[config.mk]
export PLATFORM = sky130hd
export DESIGN_NAME = shift_add_mult_ctrl
export DESIGN_NICKNAME = d
export VERILOG_FILES = /design/src/rtl/mult_pkg.sv /design/src/rtl/four_bit_adder.sv /design/src/rtl/mult_adder_chain.sv /design/src/rtl/shift_add_mult_ctrl.sv
export SDC_FILE = /design/constraint.sdc
export NUM_CORES = 1
export LEC_CHECK = 0
export CELL_PAD_IN_SITES_DETAIL_PLACEMENT = 1
export CELL_PAD_IN_SITES_GLOBAL_PLACEMENT = 2
export CORE_ASPECT_RATIO = 0.7
export CORE_MARGIN = 2
export CORE_UTILIZATION = 33
export DETAILED_ROUTE_END_ITERATION = 12
export PLACE_DENSITY_LB_ADDON = 0.15
export SLEW_MARGIN = 30
export SYNTH_ARGS = -nofsm -noshare
export SYNTH_HDL_FRONTEND = slang
export SYNTH_SLANG_ARGS = --single-unit
[constraint.sdc]
create_clock -name i_clk -period 5.8 [get_ports i_clk]
set_clock_uncertainty 0.05 [all_clocks]
set_input_delay 0.87 -clock i_clk [delete_from_list [all_inputs] [get_ports i_clk]]
set_output_delay 0.87 -clock i_clk [all_outputs]
set_load 0.01 [all_outputs]
[src/rtl/mult_pkg.sv]
`default_nettype none
// ============================================================================
//  Module   : mult_pkg
//  Purpose  : Shared definitions for the shift-and-add multiplier slice.
//             Holds the controller state encoding, the nibble width of the
//             ripple adder building block and the operand-width check macro.
//  Ports    : none (package)
//  Revision : 1.0 - initial release
// ============================================================================
package mult_pkg;

    typedef enum logic [1:0] {
        ST_IDLE = 2'd0,
        ST_CALC = 2'd1,
        ST_DONE = 2'd2
    } state_t;

    // Width of one ripple adder building block.
    localparam int unsigned C_NIBBLE_W = 4;

endpackage

// Elaboration-time guard: the adder chain is built purely from 4-bit
// slices, so operand widths that are not a multiple of 4 cannot be mapped.
`ifndef MULT_WIDTH_CHECK
`define MULT_WIDTH_CHECK(W) \
    if (((W) % 4) != 0) begin : g_width_check \
        $error("WIDTH must be a multiple of 4"); \
    end
`endif

`default_nettype wire

[src/rtl/four_bit_adder.sv]
`default_nettype none
// ============================================================================
//  Module   : four_bit_adder
//  Purpose  : 4-bit ripple-carry adder built from full-adder cells.
//  Ports    : a, b  - 4-bit addends
//             cin   - carry in
//             sum   - 4-bit sum
//             cout  - carry out of bit 3
//  Revision : 1.0 - initial release
// ============================================================================
module four_bit_adder (
    input  logic [3:0] a,
    input  logic [3:0] b,
    input  logic       cin,
    output logic [3:0] sum,
    output logic       cout
);

    logic [4:0] w_carry;

    assign w_carry[0] = cin;

    for (genvar g = 0; g < 4; g++) begin : g_bit
        assign sum[g]       = a[g] ^ b[g] ^ w_carry[g];
        assign w_carry[g+1] = (a[g] & b[g]) | (w_carry[g] & (a[g] ^ b[g]));
    end

    assign cout = w_carry[4];

endmodule

`default_nettype wire

[src/rtl/mult_adder_chain.sv]
`default_nettype none
// ============================================================================
//  Module   : mult_adder_chain
//  Purpose  : WIDTH-bit adder formed by chaining WIDTH/4 four_bit_adder
//             slices; carry ripples from the low nibble upwards, Cin = 0.
//  Ports    : a, b  - WIDTH-bit addends
//             sum   - WIDTH-bit sum
//             cout  - carry out of the top nibble
//  Revision : 1.0 - initial release
// ============================================================================
module mult_adder_chain
    import mult_pkg::*;
#(
    parameter int WIDTH = 4
) (
    input  logic [WIDTH-1:0] a,
    input  logic [WIDTH-1:0] b,
    output logic [WIDTH-1:0] sum,
    output logic             cout
);

    `MULT_WIDTH_CHECK(WIDTH)

    localparam int C_N_SLICES = WIDTH / C_NIBBLE_W;

    logic [C_N_SLICES:0] w_carry;

    assign w_carry[0] = 1'b0;

    for (genvar g = 0; g < C_N_SLICES; g++) begin : g_nibble
        four_bit_adder u_add (
            .a    (a[4*g +: 4]),
            .b    (b[4*g +: 4]),
            .cin  (w_carry[g]),
            .sum  (sum[4*g +: 4]),
            .cout (w_carry[g+1])
        );
    end

    assign cout = w_carry[C_N_SLICES];

endmodule

`default_nettype wire

[src/rtl/shift_add_mult_ctrl.sv]
`default_nettype none
// ============================================================================
//  Module   : shift_add_mult_ctrl
//  Purpose  : Sequential shift-and-add unsigned multiplier. Accepts one
//             operand pair over valid/ready, performs one add-or-shift step
//             per clock for WIDTH clocks, then holds the 2*WIDTH-bit product
//             until the consumer accepts it.
//  Ports    : i_clk, i_rst_n      - clock, async active-low reset
//             i_valid / o_ready   - operand handshake (i_a, i_b)
//             i_clear             - synchronous abort back to IDLE
//             o_valid / i_ready   - product handshake (o_product)
//             o_busy              - iteration in progress
//  Revision : 1.0 - initial release
// ============================================================================
module shift_add_mult_ctrl
    import mult_pkg::*;
#(
    parameter  int WIDTH = 4,
    localparam int CNT_W = $clog2(WIDTH) + 1
) (
    input  logic                 i_clk,
    input  logic                 i_rst_n,
    input  logic                 i_valid,
    output logic                 o_ready,
    input  logic [WIDTH-1:0]     i_a,
    input  logic [WIDTH-1:0]     i_b,
    input  logic                 i_clear,
    output logic                 o_valid,
    input  logic                 i_ready,
    output logic [2*WIDTH-1:0]   o_product,
    output logic                 o_busy
);

    `MULT_WIDTH_CHECK(WIDTH)

    state_t               r_state;
    state_t               w_state_nxt;
    logic [WIDTH-1:0]     r_mcand;
    logic [WIDTH-1:0]     w_mcand_nxt;
    logic [2*WIDTH-1:0]   r_p;
    logic [2*WIDTH-1:0]   w_p_nxt;
    logic [CNT_W-1:0]     r_cnt;
    logic [CNT_W-1:0]     w_cnt_nxt;

    logic [WIDTH-1:0]     w_addend;
    logic [WIDTH-1:0]     w_sum;
    logic                 w_cout;
    logic                 w_last;

    // Upper half of P accumulates; the multiplier bit under test is P[0].
    assign w_addend = r_p[0] ? r_mcand : '0;
    assign w_last   = (r_cnt == CNT_W'(WIDTH - 1));

    mult_adder_chain #(
        .WIDTH (WIDTH)
    ) u_chain (
        .a    (r_p[2*WIDTH-1:WIDTH]),
        .b    (w_addend),
        .sum  (w_sum),
        .cout (w_cout)
    );

    always_ff @(posedge i_clk or negedge i_rst_n) begin
        if (!i_rst_n) begin
            r_state <= ST_IDLE;
            r_mcand <= '0;
            r_p     <= '0;
            r_cnt   <= '0;
        end else begin
            r_state <= w_state_nxt;
            r_mcand <= w_mcand_nxt;
            r_p     <= w_p_nxt;
            r_cnt   <= w_cnt_nxt;
        end
    end

    always_comb begin
        w_state_nxt = r_state;
        w_mcand_nxt = r_mcand;
        w_p_nxt     = r_p;
        w_cnt_nxt   = r_cnt;

        if (i_clear) begin
            // Abort wins over everything, including a same-cycle accept.
            w_state_nxt = ST_IDLE;
            w_p_nxt     = '0;
            w_cnt_nxt   = '0;
        end else begin
            case (r_state)
                ST_IDLE: begin
                    if (i_valid) begin
                        w_mcand_nxt = i_a;
                        w_p_nxt     = {{WIDTH{1'b0}}, i_b};
                        w_cnt_nxt   = '0;
                        w_state_nxt = ST_CALC;
                    end
                end
                ST_CALC: begin
                    // Carry of the add lands in the MSB as P shifts right.
                    w_p_nxt   = {w_cout, w_sum, r_p[WIDTH-1:1]};
                    w_cnt_nxt = r_cnt + CNT_W'(1);
                    if (w_last) begin
                        w_state_nxt = ST_DONE;
                    end
                end
                ST_DONE: begin
                    if (i_ready) begin
                        w_p_nxt     = '0;
                        w_state_nxt = ST_IDLE;
                    end
                end
                default: begin
                    w_state_nxt = ST_IDLE;
                    w_p_nxt     = '0;
                    w_cnt_nxt   = '0;
                end
            endcase
        end
    end

    always_comb begin
        o_ready   = 1'b0;
        o_valid   = 1'b0;
        o_busy    = 1'b0;
        o_product = '0;
        case (r_state)
            ST_IDLE: o_ready = 1'b1;
            ST_CALC: o_busy  = 1'b1;
            ST_DONE: begin
                o_valid   = 1'b1;
                o_product = r_p;
            end
            default: o_ready = 1'b0;
        endcase
    end

endmodule

`default_nettype wire

==> impl_metrics.tcl <==
set metrics [dict create \
    status "complete, no violations" \
    cts_hold_buffers 0 \
    cp-start-kind "flop" \
    ctsLongestPathBuffers 2 \
    synth_edf_count 0 \
    final_hold_viol_count 0 \
    synth_area_leaders "dfrtp_1 43%, o2bb2ai_1 7.1%, and2_1 6.3%" \
    max-cap-violations 0 \
    post-cts-setup-buffers 0 \
    cts-root-buf "clkbuf_8" \
    seq_area_frac_synth_pct 43.1 \
    postRouteAntennaNets 0 \
    grt_use_total_pct 13.7 \
    clock_sinks 17 \
    fin_util_pct 44.6 \
    die-area_sq_um 3450 \
    vias 694 \
    rows 16 \
    fmax_mhz 316 \
    finalCritPeriodShare_pct 54.6 \
    htreeDepth 1 \
    cp_max_fo 11 \
    crit_arrival_ns 2.25 \
    rsz0062_at_grt "no" \
    synth_area_sq_um 986 \
    hp-class "flop to flop" \
    worstSkewPairLatency_ns 0.25 \
    ys_ff_latch 17 \
    r2r_setup_slack_ns 3.61 \
    numCtsBuffers 3 \
    syn-num-nets 104 \
    grt_max_degree 18 \
    synthMuxAreaShare_pct 10.2 \
    synth_top_family_by_area "simple AND/OR/NAND/NOR gates" \
    drive_gt1_share_pct 9.26 \
    top_usage_layer "met2" \
    p_per_area_nw_per_um2 219 \
    synthToLayoutAreaGrowth_pct 27.7 \
    synth-xor-area-share_pct 0 \
    post-route-min-period_ns 3.17 \
    crit_chain "nor2b_1 > and2_1 > clkdlybuf4s50_1" \
    die_h_um 49.7 \
    tightest_slew_ns 0.804 \
    start_util_pct 34.9 \
    worst_hold_slack_ns 0.459 \
    synth_top_area_share_pct 43.1 \
    met2_usage_pct 22.6 \
    grtUsageMet3_pct 5.52 \
    worstSetupPathType "flop to output port" \
    synth_compound_area_share_pct 11.7 \
    grt_first_pass_wirelength_um 3610 \
    synth_fa_ha_area_share_pct 9.90 \
    yosys.area.top_type "dfrtp_1" \
    critPathSlowestCell "nor2b_1" \
    netlist_instances 85 \
    synthTopCellsByCount "17 x dfrtp_1, 10 x and2_1, 9 x inv_1, 8 x o2bb2ai_1, 5 x nor2_1" \
    dpl_cell_area_sq_um 1210 \
    drtIter0Drc 13 \
    leakage_nw 0.527 \
    setup_violations 0 \
    die_w_um 69.3 \
    grt.overflow.total 0 \
    cts_tree "done" \
    nets 128 \
    relSlewSlack_pct 46.2 \
    cp_slowest_stage_delay_ns 0.67 \
    io_pins 24 \
    core_region_area_sq_um 2820 \
    final_area_sq_um 1260 \
    endpoint_kind "output port" \
    grt_pass1_vias 762 \
    firstDrtPassIters 4 \
    io_buffers 23 \
    wire_per_inst_um 14.7 \
    synth-simple-area-share_pct 16.9 \
    antenna_cells 0 \
    ir_drop_uv 90.4 \
    place_congestion 0.696 \
    drc 0 \
    cp.required_ns 4.88 \
    syn_area_per_cell_sq_um 11.6 \
    yosysWarnings 0 \
    use_met1_pct 17.2 \
    drv_slew 0 \
    clkTransAtPathRegs_ns 0.06 \
    yosysUniqueCellTypes 28 \
    fin_setup_tns_ns 0 \
    post_cts.resized_instances 0 \
    vias_per_cell 4.82 \
    dp_hpwl_um 1540 \
    wirelength_um 2120 \
    synthArstFlopShare_pct 100 \
    yosys_most_used_dff "dfrtp_1" \
    antenna_found_initial 0 \
    synth_most_common_cell "dfrtp_1" \
]
-- worst max-delay path: cells and delay by family, from the launching register on --
family                 cells  cell delay [ns]
and+or+nand+nor            2             0.90
DFF                        1             0.56
buffers and inverters      1             0.53
-- final cells by class --
class                   instances  area (sq um)
fillers                       318          1560
repair buffers                 23           230
flip-flops and latches         17           425
clock buffers                   4          45.0
inverters                       9          33.8
well taps                      36          45.0
multi-input cells              55           479
-- cell families (layout without fill, tap and decap cells) --
| logic type | Yosys count | after routing |
|---|---|---|
| buffers and inverters | 13 | 36 |
| AND/OR/NAND/NOR | 26 | 26 |
| adder cells (fa/ha/maj) | 6 | 6 |
| AO/OA/AOI/OAI | 15 | 15 |
| multiplexers | 8 | 8 |
| flip-flops | 17 | 17 |
-- per-layer routing --
metal	part of all wire (%)	routed length, um	vias to the layer above
met5	0	0	-
met4	0.94	20	0
li1	-	-	333
met2	46	978	14
met3	5.5	117	4
met1	47	1000	343
-- worst paths after layout --
kind | from | cells after the start | to
max reg2reg | r_p[0] | 9 | r_p[6]
max | r_state[0] | 3 | o_product[7]
min | r_p[2] | 1 | r_p[2]
min in group asynchronous | i_rst_n | 1 | r_p[1]
max in group asynchronous | i_rst_n | 1 | r_cnt[2]
min reg2reg | r_p[2] | 1 | r_p[2]
-- per-stage QoR --
stage / total power (W) / setup slack (ns) / instances
global placement: 0.000190 / 2.98 / 140
floorplan: 0.000174 / 3.82 / 85
detailed placement: 0.000191 / 2.92 / 140
global route: 0.000294 / 2.51 / 144
finish: 0.000276 / 2.63 / 144
CTS: 0.000282 / 2.63 / 144
-- cells in the final DEF, fill, tap and decap left out, types with 2 or more instances in the layout --
cell type	synthesis	routed
dfrtp_1	17	17
nor2_1	5	5
a21oi_1	2	2
mux2i_1	4	4
clkdlybuf4s50_1	0	23
clkbuf_8	0	3
nand2b_1	2	2
and2_1	10	10
inv_1	9	9
nand2_1	2	2
o2bb2ai_1	8	8
ha_1	3	3
fa_1	3	3
mux2_4	4	4
-- power by group --
part | switching [W] | leakage [nW] | internal (W)
Sequential | 0.0000105 | 0.224 | 0.000129
Combinational | 0.0000198 | 0.280 | 0.0000284
Clock | 0.0000390 | 0.0228 | 0.0000487
Total | 0.0000692 | 0.527 | 0.000207
-- registers in the layout, summed over array words and instances, names as in the netlist --
register	count
r_state	2
r_cnt	3
r_p	8
r_mcand	4
(Power assumes the default switching activity.)
